<file path="config.mk">
export PLATFORM = sky130hd
export DESIGN_NAME = key_sifter_stream_flat
export DESIGN_NICKNAME = d
export VERILOG_FILES = /design/src/rtl/qkd_pkg.sv /design/src/rtl/key_sifter_stream_if.sv /design/src/rtl/lane_compactor.sv /design/src/rtl/key_sifter_stream.sv /design/src/flat_wrapper.sv
export SDC_FILE = /design/constraint.sdc
export NUM_CORES = 1
export LEC_CHECK = 0
export BUFFER_PORTS_ARGS = -buffer_cell sky130_fd_sc_hd__buf_2
export CAP_MARGIN = 20
export CORE_ASPECT_RATIO = 0.9
export CORE_MARGIN = 4
export CORE_UTILIZATION = 61
export CTS_CLUSTER_DIAMETER = 150
export DETAILED_ROUTE_END_ITERATION = 10
export PLACE_DENSITY = 0.92
export SLEW_MARGIN = 10
export SYNTH_ARGS = -nofsm -noshare
export SYNTH_HDL_FRONTEND = slang
export SYNTH_SLANG_ARGS = --single-unit
</file>
<file path="constraint.sdc">
create_clock -name clk -period 17.1 [get_ports clk]
set_input_delay 1.71 -clock clk [delete_from_list [all_inputs] [get_ports clk]]
set_output_delay 1.71 -clock clk [all_outputs]
set_load 0.01 [all_outputs]
</file>
<file path="src/rtl/qkd_pkg.sv">
// Shared QKD definitions: default stream geometry, basis encoding and a popcount helper.
// Used by the key_sifter_stream slice (interface, lane_compactor, top).
package qkd_pkg;

    localparam int unsigned KEY_W_DEF = 16;
    localparam int unsigned LANES_DEF = 8;
    localparam int unsigned CNT_W_DEF = 16;

    // Widest vector popcount() accepts; callers zero-extend into it.
    localparam int unsigned POP_MAX_W = 64;

    typedef enum logic {
        BASIS_RECT = 1'b0,
        BASIS_DIAG = 1'b1
    } basis_e;

    function automatic int unsigned popcount(input logic [POP_MAX_W-1:0] v);
        int unsigned n;
        n = 0;
        for (int unsigned i = 0; i < POP_MAX_W; i++) begin
            n = n + {31'b0, v[i]};
        end
        return n;
    endfunction

endpackage

</file>
<file path="src/rtl/key_sifter_stream_if.sv">
// Bundle of the sifter's beat-input and key-output handshakes plus statistics.
// slave = the sifting engine, master = the upstream/downstream environment.
interface key_sifter_stream_if
    import qkd_pkg::*;
#(
    parameter int unsigned KEY_W = KEY_W_DEF,
    parameter int unsigned LANES = LANES_DEF,
    parameter int unsigned CNT_W = CNT_W_DEF
);

    localparam int unsigned ERR_W = $clog2(KEY_W + 1);

    logic             in_valid;
    logic             in_ready;
    logic [LANES-1:0] in_sbit;
    logic [LANES-1:0] in_sbasis;
    logic [LANES-1:0] in_rbasis;
    logic [LANES-1:0] in_rbit;

    logic             key_valid;
    logic             key_ready;
    logic [KEY_W-1:0] key;
    logic [ERR_W-1:0] key_err;
    logic [CNT_W-1:0] key_cnt;
    logic [CNT_W-1:0] discard_cnt;

    modport slave (
        input  in_valid, in_sbit, in_sbasis, in_rbasis, in_rbit, key_ready,
        output in_ready, key_valid, key, key_err, key_cnt, discard_cnt
    );

    modport master (
        output in_valid, in_sbit, in_sbasis, in_rbasis, in_rbit, key_ready,
        input  in_ready, key_valid, key, key_err, key_cnt, discard_cnt
    );

endinterface

</file>
<file path="src/rtl/lane_compactor.sv">
// Combinational lane compactor: gathers data bits of set mask lanes into the
// low end of comp in ascending lane order and reports how many were kept.
module lane_compactor
    import qkd_pkg::*;
#(
    parameter int unsigned LANES = LANES_DEF
) (
    input  logic [LANES-1:0]             mask,
    input  logic [LANES-1:0]             data,
    output logic [LANES-1:0]             comp,
    output logic [$clog2(LANES+1)-1:0]   count
);

    localparam int unsigned CB = $clog2(LANES + 1);

    always_comb begin
        int unsigned k;
        comp = '0;
        k    = 0;
        // Shift-by-running-count avoids a variable bit-select on the output.
        for (int unsigned i = 0; i < LANES; i++) begin
            if (mask[i]) begin
                comp = comp | (LANES'(data[i]) << k);
                k    = k + 1;
            end
        end
        count = CB'(k);
    end

endmodule

</file>
<file path="src/rtl/key_sifter_stream.sv">
// Streaming BB84 sifter: keeps basis-matched lanes, packs them LSB-first into KEY_W-bit keys.
// Optional per-key error count (QBER) enabled by defining KEY_SIFTER_QBER_EN.
module key_sifter_stream
    import qkd_pkg::*;
#(
    parameter int unsigned KEY_W = KEY_W_DEF,
    parameter int unsigned LANES = LANES_DEF,
    parameter int unsigned CNT_W = CNT_W_DEF
) (
    input  logic                clk,
    input  logic                rst,
    key_sifter_stream_if.slave  bus
);

    localparam int unsigned BUF_W  = KEY_W + LANES;
    localparam int unsigned FILL_W = $clog2(KEY_W + LANES);
    localparam int unsigned LCNT_W = $clog2(LANES + 1);
    localparam int unsigned ERR_W  = $clog2(KEY_W + 1);
    localparam int unsigned SUM_W  = CNT_W + 1;

    if (LANES < 1 || LANES > KEY_W) begin : g_bad_lanes
        $error("key_sifter_stream: LANES must lie in 1..KEY_W");
    end
    if (KEY_W > POP_MAX_W) begin : g_bad_key_w
        $error("key_sifter_stream: KEY_W exceeds popcount width");
    end

    logic [BUF_W-1:0]  key_buf, key_buf_nxt, key_base;
    logic [FILL_W-1:0] fill, fill_nxt, fill_base;
    logic [CNT_W-1:0]  key_cnt_q, key_cnt_nxt;
    logic [CNT_W-1:0]  discard_q, discard_nxt;
    logic [SUM_W-1:0]  discard_sum;
    logic [LCNT_W-1:0] drop_cnt;

    logic              key_valid_int;
    logic              in_ready_int;
    logic              pop;
    logic              accept;

    logic [LANES-1:0]  match;
    logic [LANES-1:0]  comp_bits;
    logic [LCNT_W-1:0] comp_cnt;
    logic [KEY_W-1:0]  key_mask;

    assign match         = ~(bus.in_sbasis ^ bus.in_rbasis);
    assign key_valid_int = (fill >= FILL_W'(KEY_W));
    assign in_ready_int  = !key_valid_int || bus.key_ready;
    assign pop           = key_valid_int && bus.key_ready;
    assign accept        = bus.in_valid && in_ready_int;

    lane_compactor #(.LANES(LANES)) u_comp_key (
        .mask  (match),
        .data  (bus.in_sbit),
        .comp  (comp_bits),
        .count (comp_cnt)
    );

    // Pop is applied first so a same-cycle append lands right after the carried-over bits.
    always_comb begin
        fill_base   = pop ? (fill - FILL_W'(KEY_W)) : fill;
        key_base    = pop ? (key_buf >> KEY_W) : key_buf;
        key_buf_nxt = key_base;
        fill_nxt    = fill_base;
        if (accept) begin
            key_buf_nxt = key_base | (BUF_W'(comp_bits) << fill_base);
            fill_nxt    = fill_base + FILL_W'(comp_cnt);
        end
    end

    always_comb begin
        drop_cnt    = LCNT_W'(LANES) - comp_cnt;
        discard_sum = {1'b0, discard_q} + SUM_W'(drop_cnt);
        discard_nxt = discard_q;
        if (accept) begin
            discard_nxt = discard_sum[CNT_W] ? '1 : discard_sum[CNT_W-1:0];
        end
        key_cnt_nxt = pop ? (key_cnt_q + CNT_W'(1)) : key_cnt_q;
    end

    always_ff @(posedge clk) begin
        if (rst) begin
            key_buf   <= '0;
            fill      <= '0;
            key_cnt_q <= '0;
            discard_q <= '0;
        end else begin
            key_buf   <= key_buf_nxt;
            fill      <= fill_nxt;
            key_cnt_q <= key_cnt_nxt;
            discard_q <= discard_nxt;
        end
    end

    // Bits at or above fill never reach the key port, even for a partial word.
    always_comb begin
        key_mask = '0;
        for (int unsigned i = 0; i < KEY_W; i++) begin
            key_mask[i] = (FILL_W'(i) < fill);
        end
    end

    assign bus.in_ready    = in_ready_int;
    assign bus.key_valid   = key_valid_int;
    assign bus.key         = key_buf[KEY_W-1:0] & key_mask;
    assign bus.key_cnt     = key_cnt_q;
    assign bus.discard_cnt = discard_q;

`ifdef KEY_SIFTER_QBER_EN
    logic [BUF_W-1:0]  err_buf, err_buf_nxt, err_base;
    logic [LANES-1:0]  err_comp;
    logic [LCNT_W-1:0] unused_err_cnt;

    lane_compactor #(.LANES(LANES)) u_comp_err (
        .mask  (match),
        .data  (bus.in_sbit ^ bus.in_rbit),
        .comp  (err_comp),
        .count (unused_err_cnt)
    );

    always_comb begin
        err_base    = pop ? (err_buf >> KEY_W) : err_buf;
        err_buf_nxt = err_base;
        if (accept) begin
            err_buf_nxt = err_base | (BUF_W'(err_comp) << fill_base);
        end
    end

    always_ff @(posedge clk) begin
        if (rst) begin
            err_buf <= '0;
        end else begin
            err_buf <= err_buf_nxt;
        end
    end

    assign bus.key_err = ERR_W'(popcount(POP_MAX_W'(err_buf[KEY_W-1:0] & key_mask)));
`else
    logic unused_rbit;
    assign unused_rbit = ^bus.in_rbit;
    assign bus.key_err = '0;
`endif

    a_fill_bound: assert property (@(posedge clk) disable iff (rst)
        fill <= FILL_W'(KEY_W + LANES - 1));

    a_key_hold: assert property (@(posedge clk) disable iff (rst)
        (bus.key_valid && !bus.key_ready) |=> $stable(bus.key));

endmodule

</file>
<file path="src/flat_wrapper.sv">
// flat-port wrapper written by rule: the top's interface ports become plain ports
module key_sifter_stream_flat import qkd_pkg::*;
#(
    parameter int unsigned KEY_W = KEY_W_DEF,
    parameter int unsigned LANES = LANES_DEF,
    parameter int unsigned CNT_W = CNT_W_DEF
)
  (clk, rst, bus_in_valid, bus_in_sbit, bus_in_sbasis, bus_in_rbasis, bus_in_rbit, bus_key_ready, bus_in_ready, bus_key_valid, bus_key, bus_key_err, bus_key_cnt, bus_discard_cnt);
  key_sifter_stream_if #(.KEY_W(KEY_W), .LANES(LANES), .CNT_W(CNT_W)) bus_i ();
  input  logic clk;
  input  logic rst;
  input wire logic [$bits(bus_i.in_valid)-1:0] bus_in_valid;
  input wire logic [$bits(bus_i.in_sbit)-1:0] bus_in_sbit;
  input wire logic [$bits(bus_i.in_sbasis)-1:0] bus_in_sbasis;
  input wire logic [$bits(bus_i.in_rbasis)-1:0] bus_in_rbasis;
  input wire logic [$bits(bus_i.in_rbit)-1:0] bus_in_rbit;
  input wire logic [$bits(bus_i.key_ready)-1:0] bus_key_ready;
  output wire logic [$bits(bus_i.in_ready)-1:0] bus_in_ready;
  output wire logic [$bits(bus_i.key_valid)-1:0] bus_key_valid;
  output wire logic [$bits(bus_i.key)-1:0] bus_key;
  output wire logic [$bits(bus_i.key_err)-1:0] bus_key_err;
  output wire logic [$bits(bus_i.key_cnt)-1:0] bus_key_cnt;
  output wire logic [$bits(bus_i.discard_cnt)-1:0] bus_discard_cnt;
  assign bus_i.in_valid = bus_in_valid;
  assign bus_i.in_sbit = bus_in_sbit;
  assign bus_i.in_sbasis = bus_in_sbasis;
  assign bus_i.in_rbasis = bus_in_rbasis;
  assign bus_i.in_rbit = bus_in_rbit;
  assign bus_i.key_ready = bus_key_ready;
  assign bus_in_ready = bus_i.in_ready;
  assign bus_key_valid = bus_i.key_valid;
  assign bus_key = bus_i.key;
  assign bus_key_err = bus_i.key_err;
  assign bus_key_cnt = bus_i.key_cnt;
  assign bus_discard_cnt = bus_i.discard_cnt;
  key_sifter_stream #(.KEY_W(KEY_W), .LANES(LANES), .CNT_W(CNT_W)) u_core (.clk(clk), .rst(rst), .bus(bus_i));
endmodule
</file>
Word level (Yosys, flattened, before mapping)
Index checks and enable logic that the tools add are counted.
W data, S select, Z words.
{"block": "classes", "muxes": 21, "n_addsub": 12, "n_reduce_logical": 4, "n_bitwise": 11, "shift": 8, "order_cmp": 17}
{"cell": "$shl A1 B32 Y8", "n": 6}
{"cell": "$add A32 B1 Y32 const B", "n": 5}
{"cell": "$mux W32", "n": 5}
{"cell": "$mux W8", "n": 7}
{"cell": "$or A8 B8 Y8", "n": 7}
{"cell": "$mux W24", "n": 2}
{"cell": "$lt A4 B5 Y1 const A", "n": 8}
{"cell": "$or A24 B24 Y24", "n": 1}
{"cell": "$shl A8 B5 Y24", "n": 1}
{"cell": "$lt A3 B5 Y1 const A", "n": 4}
{"cell": "$add A16 B4 Y17", "n": 1}
{"cell": "$add A16 B1 Y16 const B", "n": 1}
{"cell": "$and A16 B16 Y16", "n": 1}
{"cell": "$mux W16", "n": 1}
{"cell": "$lt A1 B5 Y1 const A", "n": 2}
{"cell": "$lt A2 B5 Y1 const A", "n": 2}
{"cell": "$mux W5", "n": 2}
{"cell": "$not A8 Y8", "n": 1}
{"cell": "$shl A1 B1 Y8", "n": 1}
{"cell": "$xor A8 B8 Y8", "n": 1}
{"cell": "$add A5 B4 Y5", "n": 1}
{"cell": "$ge A5 B5 Y1 const B", "n": 1}
{"cell": "$sub A5 B5 Y5 const B", "n": 1}
{"cell": "$add A4 B1 Y4 const B", "n": 1}
{"cell": "8 further kinds", "n": 10}
{"block": "word_totals", "reg_bits": 61, "input_bits": 36, "out_inout_bits": 55, "wordCells": 77}

Longest topological paths before layout
Gate-level depths: netlist of run 1.
{"block": "logic_depth", "ltp_word": 21, "mapped_depth": 35}

Cells and area by module
From an unflattened synthesis of run 1, not the netlist that was laid out.
{"block": "hier_totals", "cells_unflattened": 609, "area_unflattened_um2": 4698.3}
{"mod": "key_sifter_stream", "area_each_um2": 3475.8, "cells_per_inst": 415, "instances": 1}
{"mod": "lane_compactor", "area_each_um2": 1222.4, "cells_per_inst": 194, "instances": 1}

Worst setup path after synthesis of run 1
No wires, ideal clock.
{"block": "synth_timing", "path_kind": "input-to-reg", "from": "input port bus_in_sbasis[0]", "to": "register u_core.discard_q[15], in the netlist u_core.bus.discard_cnt[15]", "required_time_ns": 16.968, "setup_slack_ns": 9.100, "stages": 34, "t_arrival_ns": 7.868, "setup_time_ns": 0.132, "cell_sequence": "xnor2_1 ha_1 clkbuf_1 xor3_2 inv_1 ha_1 nand2_1 o21ai_0 ha_1 nand2_1 o221a_2 inv_1 ha_1 nand2_1 o21ai_0 ha_1 nor2_1 nor2_1 ha_1 nand2_1 o31ai_1 inv_1 ha_1 ha_1 a21o_1 a21oi_1 nor2b_1 o211a_1 and3_1 and2_1 nor2b_1 nand3_1 xor2_1 a21oi_1"}
{"block": "synth_between", "elab_chain_len": 20}
{"element": "from (decl)", "line": "flat_wrapper.sv:14", "text": "input wire logic [$bits(bus_i.in_sbasis)-1:0] bus_in_sbasis;"}
{"element": "$xor A8 B8 Y8 *", "line": "key_sifter_stream.sv:45", "text": "assign match = ~(bus.in_sbasis ^ bus.in_rbasis);"}
{"element": "$not A8 Y8 *", "line": "key_sifter_stream.sv:45"}
{"element": "$mux W1 *", "line": "lane_compactor.sv:22", "text": "if (mask[i]) begin"}
{"element": "$add A1 B1 Y2", "line": "lane_compactor.sv:24", "text": "k = k + 1;"}
{"element": "$mux W2 *", "line": "lane_compactor.sv:22"}
{"element": "$add A32 B1 Y32", "line": "lane_compactor.sv:24"}
{"element": "$mux W32 *", "line": "lane_compactor.sv:22"}
{"element": "$add A32 B1 Y32", "line": "lane_compactor.sv:24"}
{"element": "[4 not listed]"}
{"element": "$mux W32 *", "line": "lane_compactor.sv:22"}
{"element": "$add A32 B1 Y32", "line": "lane_compactor.sv:24"}
{"element": "$mux W32 *", "line": "lane_compactor.sv:22"}
{"element": "$add A4 B1 Y4", "line": "lane_compactor.sv:24"}
{"element": "$mux W4 *", "line": "lane_compactor.sv:22"}
{"element": "$sub A4 B4 Y4 *", "line": "key_sifter_stream.sv:71", "text": "drop_cnt = LCNT_W'(LANES) - comp_cnt;"}
{"element": "$add A16 B4 Y17 *", "line": "key_sifter_stream.sv:72", "text": "discard_sum = {1'b0, discard_q} + SUM_W'(drop_cnt);"}
{"element": "$mux W16 *", "line": "key_sifter_stream.sv:75", "text": "discard_nxt = discard_sum[CNT_W] ? '1 : discard_sum[CNT_W-1:0];"}
{"element": "to (signal assigned)", "line": "key_sifter_stream.sv:90", "text": "discard_q <= discard_nxt;"}
{"element": "to (decl)", "line": "key_sifter_stream.sv:31", "text": "logic [CNT_W-1:0] discard_q, discard_nxt;"}
Mark *: on every way between the ends. The rest lies on a longest branch, timed or not.
A chain may end at the register's enable or synchronous reset.

Final worst setup path of run 1
{"block": "layout_timing", "from": "input port bus_in_rbasis[0]", "to": "register u_core.discard_q[15], in the netlist u_core.bus.discard_cnt[15]"}
{"block": "layout_between", "elab_chain_len": 20}
{"element": "from (decl)", "line": "flat_wrapper.sv:15", "text": "input wire logic [$bits(bus_i.in_rbasis)-1:0] bus_in_rbasis;"}
{"element": "$xor A8 B8 Y8 *", "line": "key_sifter_stream.sv:45"}
{"element": "$not A8 Y8 *", "line": "key_sifter_stream.sv:45"}
{"element": "$mux W1 *", "line": "lane_compactor.sv:22"}
{"element": "$add A1 B1 Y2", "line": "lane_compactor.sv:24"}
{"element": "$mux W2 *", "line": "lane_compactor.sv:22"}
{"element": "$add A32 B1 Y32", "line": "lane_compactor.sv:24"}
{"element": "$mux W32 *", "line": "lane_compactor.sv:22"}
{"element": "$add A32 B1 Y32", "line": "lane_compactor.sv:24"}
{"element": "[4 not listed]"}
{"element": "$mux W32 *", "line": "lane_compactor.sv:22"}
{"element": "$add A32 B1 Y32", "line": "lane_compactor.sv:24"}
{"element": "$mux W32 *", "line": "lane_compactor.sv:22"}
{"element": "$add A4 B1 Y4", "line": "lane_compactor.sv:24"}
{"element": "$mux W4 *", "line": "lane_compactor.sv:22"}
{"element": "$sub A4 B4 Y4 *", "line": "key_sifter_stream.sv:71"}
{"element": "$add A16 B4 Y17 *", "line": "key_sifter_stream.sv:72"}
{"element": "$mux W16 *", "line": "key_sifter_stream.sv:75"}
Marked as above.

==> key figures, run 1 <==
CTS
  – TritonCTS clock tree: yes
  – Sink Count: 61
  – H-tree lvl count: 3
  – Worst skew pair latency: roughly 0.35 ns
  – Clock tree buffer depth: 2
  – Root Buffer: clkbuf_8
  – Hold-fix buffers, CTS: 0
  – Clock transition at path regs: 0.07 ns
  – Setup Fix Bufs, Post-CTS: 0
  – Post-CTS Resized: 0
  – Num CTS Buffers: 9

Placement
  – # placed instances: 781
  – PortBufs: 77
  – Post-DP HPWL: 9.94 mm
  – Dpl cell area: 5410 sq um
  – Gpl congestion: 0.970

Timing
  – Fin crit share: 51.5%
  – Crit path time final: 8.81 ns
  – Slew Viols, Final: 0
  – Worst clock skew: 0.0176 ns
  – Setup-failing EPs final: 0
  – Worst-margin pin slew: 1.05 ns
  – Highest clock rate: approximately 110 MHz
  – Setup TNS: 0 ns
  – Slew Limit Headroom: 29.4%
  – RSZ-0062 raised after global routing: no
  – Final hold violation count: 0

Worst hold path
  – Min-Delay Path Class: reg2reg
  – Worst hold stages: 1
  – Worst Hold Path EP: u_core.key_buf[23]
  – Hold path startpoint: u_core.key_buf[23]

Worst setup path
  – R2R Setup Slk: 14.21 ns
  – Worst EP arrival: about 9.0 ns
  – R2R Path Start: u_core.fill[0]
  – Critical setup path kind: in2reg
  – Crit path top cell by count: ha_1
  – CP max FO: 10
  – Worst R2R Path Depth: 5
  – CP Launch Type: input port
  – Crit path required time: around 17 ns
  – CP Capture Type: register
  – Crit-path slowest cell: ha_1
  – Max incr delay on CP: between 0.4 and 0.5 ns
  – RR Endpoint: u_core.key_buf[12]

Cells and area
  – Design area: 5650 sq um
  – FF/Latch Area: 1220 sq um
  – Post-route insts no fill: 800
  – Filler cells: 619
  – Area grow syn2layout: 11.6%
  – Layout net count: 751
  – Commonest non-fill, non-tap cells in the layout: buf_2, nor2_1, nand2_1, dfxtp_1, a21oi_1
  – Multi-input logic area: 3610 sq um
  – Ant. Diodes: 0
  – Layout cells sized above 1: 18.4%
  – Most common cell after layout, fill and taps aside: buf_2
  – Fin util: 70.0%

Run status
  – Outcome: finished clean

Power and ir drop
  – Total chip power: around 800 uW
  – Maximum vdd drop: between 0.00015 and 0.0002 V
  – Pwr/cell area: around 140 nW/um^2
  – Leakage: 2.36 nW

Die
  – Die width: 104 um
  – Core Area: 8070 sq um
  – Area of the die: 9820 sq um
  – Starting Density: 62.7%
  – I/O pin total: slightly above 90
  – Chip Height: 94.4 um
  – Row Count: 31

Yosys
  – Synth warnings: 0
  – Synth unique cells: 86
  – Top cell type's share of synthesized area: 24.1%
  – Most common flop cell mapped by yosys: dfxtp_1
  – Async set-reset flop share out of synthesis: 0%
  – Area contributors post-synth: dfxtp_1, nor2_1, nand2_1
  – Flops & latches, synth: 61
  – Synth Cell Area: 5060 sq um
  – Number of synthesized flops with an enable pin: 0
  – Post-synthesis sequential area ratio: 24.1%
  – Cell accounting for the most synthesized area: dfxtp_1
  – Syn avg cell area: approximately 7.9 sq um
  – Mapped Cells: approximately 640

Routing
  – Via count: 5186
  – Routed len/inst: 17.3 um
  – DRC viols: 0
  – Final ANT Viol Nets: 0
  – Drt via density: 6.48
  – Iteration-0 DRC Markers: 636
  – Routed wire length: between 10 and 15 mm
  – DRT Pass-1 Iters: 6

GRT
  – GRT overflow: 0
  – Initial antenna violation count: 0
  – Largest net degree at the start of global routing: 66
  – Number of global-route vias before repair: ~4800
  – Total track usage: between 20 and 30%
  – First-pass GRT wire length: 22.9 mm

Run
  – Max-Cap Viols: 0
==> power by group <==
| part | internal (mW) | switching, mW |
|---|---|---|
| combinational | 0.188 | 0.280 |
| clock | 0.0677 | 0.0630 |
| sequential | 0.160 | 0.0288 |
| total | 0.416 | 0.372 |
==> through the flow <==
step	hold slack [ns]	setup WS (ns)
finish	0.473	8.29
floorplan	0.426	9.10
global route	0.497	7.79
global placement	0.436	8.18
detailed placement	0.444	7.90
CTS	0.469	8.15
==> synth_stat cells (all sizes together), types with 3 or more instances <==
library cell and instances:
and3 10, nor2b 11, buf 10, a21o 9, xor2 27, a2111oi 3, and2 10, nand3 26
a211oi 9, nand2 62, a22oi 9, o211a 3, clkbuf 28, nand3b 7, and4 5, o21a 6
ha 17, o21ai 19, nor2 68, nor3 30, inv 20, a21oi 33, dfxtp 61, a221oi 3
o221ai 4, a21boi 7, xnor2 27, o31ai 11, mux4 4, nand4 6, mux2i 11, mux2 3
a31oi 8, o22ai 8, or4 4, nand2b 9, o2111ai 4, a211o 8
==> final cells by class <==
type                       count  share of cell area [%]
sequential                    61                    21.6
clock inverter                 7                    1.31
clock buffer                   9                    2.19
tap                           99                    2.19
inverter                      20                    1.33
multi-input combinational    524                    63.8
timing repair buffer          80                    7.53
==> cell families (layout without fill, tap and decap cells) <==
kind of cell             Yosys count  in the layout  share of synthesized area [%]
AO/OA/AOI/OAI                    166            166                           24.1
XOR/XNOR                          57             57                           11.4
buffers and inverters             58            116                           4.94
multiplexers                      18             18                           5.02
other                              1              5                         0.0741
flip-flops                        61             61                           24.1
adder cells (fa/ha/maj)           20             20                           5.19
AND/OR/NAND/NOR                  258            258                           25.2
==> critical path: cells and delay by family <==
family                     cells  cell delay [ns]
adders and majority gates      8             2.82
and+or+nand+nor               11             1.58
AOI/OAI and AO/OA              8             1.55
xor gates and xnor gates       3             0.88
buffers and inverters          4             0.49
==> flip-flops by register name, indices dropped and copies added, names as in the netlist <==
name / count
u_core.bus.key_cnt: 16
u_core.fill: 5
u_core.key_buf: 24
u_core.bus.discard_cnt: 16
==> worst max-delay path by stage <==
stage,start,endpoint,slack [ns],cells past startpoint
2_1_floorplan,bus_in_sbasis[0],u_core.bus.discard_cnt[15],9.10,34
3_3_place_gp,bus_in_rbasis[0],u_core.bus.discard_cnt[14],8.18,30
3_5_place_dp,bus_in_rbasis[0],u_core.bus.discard_cnt[11],7.90,30
4_1_cts,bus_in_rbasis[0],u_core.bus.discard_cnt[14],8.15,30
5_1_grt,bus_in_rbasis[0],u_core.bus.discard_cnt[15],7.79,34
6_report,bus_in_rbasis[0],u_core.bus.discard_cnt[15],8.29,34
==> routing by layer <==
layer	up-vias	share of wire [%]	GRT usage, %
li1	2452	-	-
met4	0	2.0	8.42
met1	2379	43	38.1
met3	43	9.0	5.26
met5	-	0	0
met2	312	46	45.0
Note: power is estimated with default switching activity, not from simulation.
==> inputs of run 2 (changes only) <==
- CORE_UTILIZATION: 61 -> 52
- PLACE_DENSITY: 0.92 -> 0.84
- clock period: 17.1 -> 8.06 ns (I/O delays scaled with it)
==> run 2 against run 1 <==
Design area is 0.73% higher. Routed wire length is 2.7% lower. Hold slack worse by 0.012 ns. Sequential cell count unchanged. Sequential power increased by 110%. Global-route usage is 4.7 points lower. Die area grew 16%. Sequential share of layout area decreased by 0.16 points. Final cell count increased by 3.1%. Largest cell class unchanged.
==> key figures, run 2 (synthesized netlist as in run 1, its figures left out) <==
Run status
  – Outcome: finished clean

Die
  – Die width: around 110 um
  – Area of the die: 11400 sq um
  – Starting Density: 54.5%
  – Row Count: 33
  – I/O pin total: 91
  – Core Area: 9290 sq um
  – Chip Height: 102 um

CTS
  – Root Buffer: clkbuf_8
  – Sink Count: 61
  – TritonCTS clock tree: yes
  – Clock tree buffer depth: 2
  – Clock transition at path regs: around 0.070 ns
  – H-tree lvl count: 3
  – Num CTS Buffers: 9
  – Worst skew pair latency: 0.35 ns

GRT
  – Total track usage: 23.1%
  – GRT overflow: 0
  – Largest net degree at the start of global routing: 66
  – First-pass GRT wire length: 22.2 mm
  – Initial antenna violation count: 0
  – Number of global-route vias before repair: 4771

Routing
  – Met2 WL: 6.23 mm
  – Iteration-0 DRC Markers: 486
  – Met1 WL: 5.86 mm
  – Via count: 5068
  – Routed wire length: 13.5 mm
  – DRT Pass-1 Iters: 6
  – Drt via density: 6.14
  – Highest metal used: met4
  – Final ANT Viol Nets: 0
  – DRC viols: 0
  – Met3 routed WL: 1.14 mm
  – Routed len/inst: around 16 um

Placement
  – PortBufs: just under 80
  – Gpl congestion: 1.00
  – Post-DP HPWL: 9.99 mm
  – DP Worst Slack: 0.0182 ns

Worst setup path
  – Crit-path slowest cell: ha_1
  – Crit path required time: 8.29 ns
  – Critical setup path kind: in2reg
  – R2R Path Start: u_core.fill[0]
  – Worst R2R Path Depth: 5
  – CP Capture Type: register
  – Max incr delay on CP: 0.43 ns
  – Crit path top cell by count: ha_1
  – CP Buf/Inv Count: 4
  – R2R Setup Slk: 5.28 ns
  – CP max FO: 10
  – Worst path top cell family by delay: adder cells
  – Worst EP arrival: 7.75 ns
  – RR Endpoint: u_core.key_buf[12]
  – CP Launch Type: input port

Worst hold path
  – Min-Delay Path Class: reg2reg
  – Hold path startpoint: u_core.key_buf[20]
  – Worst Hold Path EP: u_core.key_buf[20]
  – Worst hold stages: 1

Timing
  – Setup ws final: 0.541 ns
  – Worst-margin pin slew: 0.994 ns
  – Worst clock skew: 0.00715 ns
  – Setup TNS: 0 ns
  – Setup-failing EPs final: 0
  – Highest clock rate: around 130 MHz
  – Crit path time final: 7.52 ns
  – Final hold violation count: 0
  – RSZ-0062 raised after global routing: no
  – Slew Viols, Final: 0
  – Fin crit share: 93.3%
  – Slew Limit Headroom: 33.3%

Cells and area
  – Fin util: between 60% and 70%
  – Commonest non-fill, non-tap cells in the layout: buf_2, nor2_1, nand2_1, dfxtp_1, a21oi_1
  – Biggest register: u_core.key_buf
  – Layout net count: ~750
  – Most common cell after layout, fill and taps aside: buf_2
  – Ant. Diodes: 0
  – Layout cells sized above 1: 18.5%
  – Largest register FFs: 24
  – Area grow syn2layout: 12.4%

Run
  – Max-Cap Viols: 0

Power and ir drop
  – Maximum vdd drop: 0.000230 V
  – Leakage: between 2 and 2.5 nW
  – Total chip power: 1.64 mW
  – Pwr/cell area: between 200 and 300 nW/um^2
-- run 2: changes by cell type in the layout (fill, tap and decap cells not counted), sizes merged --
cell	before	now
buf	79	81
clkbuf	10	13
clkinv	4	2
inv	21	20
-- run 2: worst max-delay path by stage --
stage	cells past startpoint	startpoint	end
floorplan	34	bus_in_sbasis[0]	u_core.bus.discard_cnt[15]
global placement	30	bus_in_rbasis[0]	u_core.bus.discard_cnt[14]
detailed placement	30	bus_in_rbasis[0]	u_core.bus.discard_cnt[7]
CTS	30	bus_in_rbasis[0]	u_core.bus.discard_cnt[7]
global route	34	bus_in_rbasis[1]	u_core.bus.discard_cnt[15]
finish	34	bus_in_rbasis[1]	u_core.bus.discard_cnt[15]
-- run 2: layout make-up --
class | instances | area [sq um]
clock buffers | 12 | 145
clock inverters | 4 | 47.5
fillers | 810 | 3600
inverters | 20 | 75.1
multi-input cells | 524 | 3610
flip-flops and latches | 61 | 1220
well taps | 122 | 153
repair buffers | 82 | 440
-- run 2: what timing repair did --
| action | in CTS | in global routing |
|---|---|---|
| resized for setup | 0 | 1 |
| buffers inserted | 0 | 0 |
| hold buffers | 0 | 0 |
| endpoints found under the setup margin | 0 | 1 |
-- run 2: worst register-to-register path, delay by kind of cell, from the launching register on --
kind	cells	cell delay, ns
buf+inv	1	0.46
flops	1	0.85
simple gates	1	0.15
compound gates	3	1.22
-- run 2: metrics by stage --
step	std cells	cell area, sq um	hold WS [ns]
6_report	825	5690	0.462
5_1_grt	825	5690	0.489
4_1_cts	822	5650	0.463
3_5_place_dp	806	5460	0.448
3_3_place_gp	806	5460	0.437
2_1_floorplan	643	5080	0.426
-- run 2: where the power goes --
group,internal [mW],switching (mW)
Combinational,0.399,0.571
Clock,0.150,0.123
Sequential,0.339,0.0604
Total,0.888,0.754
-- run 2: routing by layer --
metal | vias to the layer above | global-route usage (%)
met4 | 0 | 6.93
li1 | 2451 | -
met2 | 245 | 38.4
met3 | 34 | 4.78
met1 | 2338 | 30.6
met5 | - | 0
==> inputs of run 3 (changes only) <==
- CORE_UTILIZATION: 52 -> 57
- PLACE_DENSITY: 0.84 -> 0.87
- clock period: 8.06 -> 7.1 ns (I/O delays scaled with it)
==> run 3 against run 2 <==
Hold slack better by 0.0035 ns. Design area is 2.3% higher. Clock-buffer cell count is 2 lower. Utilization is 6.4 points higher. Clock power is 18% higher. Register-to-register slack worse by 0.99 ns. Sequential power is 14% higher.
==> key figures, run 3 (synthesized netlist as in run 1, its figures left out) <==
Cells and area
  – Commonest non-fill, non-tap cells in the layout: buf_2, nor2_1, nand2_1, dfxtp_1, a21oi_1
  – Filler cells: 680
  – Area grow syn2layout: 15.0%
  – Largest register FFs: 24
  – Layout net count: 763
  – Ant. Diodes: 0
  – Multi-input logic area: about 3600 sq um
  – Biggest register: u_core.key_buf
  – Layout cells sized above 1: between 20% and 30%
  – Most common cell after layout, fill and taps aside: buf_2
  – FF/Latch Area: 1220 sq um

CTS
  – Root Buffer: clkbuf_8
  – H-tree lvl count: 3
  – Worst skew pair latency: between 0.3 and 0.4 ns
  – TritonCTS clock tree: yes
  – Sink Count: around 60
  – Hold-fix buffers, CTS: 0
  – Clock tree buffer depth: 2
  – Clock transition at path regs: 0.08 ns
  – Num CTS Buffers: 9

Die
  – I/O pin total: 91
  – Die width: 107 um
  – Core Area: 8610 sq um
  – Starting Density: 58.8%
  – Row Count: 32
  – Area of the die: 10500 sq um
  – Chip Height: a little under 100 um

Worst setup path
  – Worst EP arrival: 6.99 ns
  – CP Launch Type: input port
  – Max incr delay on CP: between 0.3 and 0.4 ns
  – Crit-path slowest cell: ha_1
  – CP max FO: 4
  – Crit path required time: 7.33 ns
  – Crit path top cell by count: ha_1
  – CP Capture Type: register
  – Critical setup path kind: in2reg

Power and ir drop
  – Sequential power share: 23.3%
  – Maximum vdd drop: between 0.0002 and 0.0003 V
  – Pwr/cell area: 336 nW/um^2
  – Sw Share: ~46%
  – Clock power frac: 16.4%
  – Leakage: 2.44 nW
  – Internal power: 1.05 mW
  – Switching pwr: 904 uW
  – Logic pwr share: 60.3%

Timing
  – Hold slack: between 0.4 and 0.5 ns
  – Final hold violation count: 0
  – Crit path time final: 6.75 ns
  – Highest clock rate: 148 MHz
  – Worst clock skew: around 0.011 ns
  – Fin crit share: between 90 and 100%
  – Worst-margin pin slew: 1.05 ns
  – Setup-failing EPs final: 0
  – Slew Limit Headroom: 29.6%
  – Slew Viols, Final: 0
  – Setup TNS: 0 ns

Routing
  – Iteration-0 DRC Markers: 502
  – Drt via density: 6.34
  – Via count: 5272
  – DRT Pass-1 Iters: 6
  – Routed len/inst: approximately 17 um
  – Routed wire length: 14.1 mm
  – Final ANT Viol Nets: 0
  – DRC viols: 0

GRT
  – GRT overflow: 0
  – Number of global-route vias before repair: just under 5000
  – First-pass GRT wire length: 22.7 mm
  – Total track usage: 26.0%
  – Largest net degree at the start of global routing: between 60 and 70
  – Initial antenna violation count: 0

Worst hold path
  – Min-Delay Path Class: reg2reg

Placement
  – Gpl congestion: 0.942
  – Post-DP HPWL: 10.3 mm
  – PortBufs: 77

Run
  – Max-Cap Viols: 0

Run status
  – Outcome: finished clean
-- run 3: changes by cell type in the layout (fill, tap and decap cells not counted), moves of 2 or more --
cell	change
clkbuf_1	-2
inv_6	+2
clkinv_4	+2
buf_4	+11
xnor2_1	-2
-- run 3: worst paths after layout --
path | startpoint | to | slack [ns] | depth (start not counted)
min reg2reg | u_core.key_buf[23] | u_core.key_buf[23] | 0.47 | 1
min | u_core.key_buf[23] | u_core.key_buf[23] | 0.47 | 1
max | bus_in_rbasis[0] | u_core.bus.discard_cnt[15] | 0.35 | 34
max reg2reg | u_core.fill[0] | u_core.key_buf[12] | 4.29 | 5
-- run 3: repair_timing --
action,CTS,global route
pin swaps,0,2
gates cloned,0,0
setup buffers,0,2
gates resized for setup,1,7
setup endpoints to repair,1,10
-- run 3: final cells by class --
class                   count  share of cell area, %
multi-input cells         524                   62.7
inverters                  20                   1.29
flip-flops and latches     61                   21.0
clock buffers              10                   2.36
clock inverters             6                   1.20
well taps                 119                   2.56
repair buffers             92                   8.90
-- run 3: metrics by stage --
step                      area [sq um]  power [mW]  cells  worst slack (ns)  utilization, %
after floorplan                   5080        1.31    643             0.100               -
after global placement            5520        1.51    812           -0.0338            64.1
after detailed placement          5520        1.57    812            -0.380            64.1
after CTS                         5730        1.90    828             0.131            66.6
after global routing              5820        2.10    832           -0.0659            67.6
final                             5820        1.96    832             0.346            67.6
-- run 3: critical path, delay by kind of cell --
| kind | cells | cell delay, ns |
|---|---|---|
| compound gates | 8 | 1.29 |
| xor+xnor | 3 | 0.65 |
| fa+ha+maj | 8 | 2.53 |
| simple gates | 11 | 1.36 |
| buf+inv | 4 | 0.45 |
-- run 3: power by group through the flow --
stage,Combinational [mW],Sequential [mW],Clock (mW)
3_3_place_gp,1.06,0.456,0
5_1_grt,1.29,0.463,0.343
4_1_cts,1.12,0.452,0.324
3_5_place_dp,1.11,0.459,0
2_1_floorplan,0.889,0.421,0
6_report,1.18,0.456,0.321
-- run 3: per-layer routing --
metal,part of all wire [%],global-route usage (%)
met1,42,35.8
met2,47,41.3
met3,9.0,5.71
met4,2.0,6.80
met5,0,0
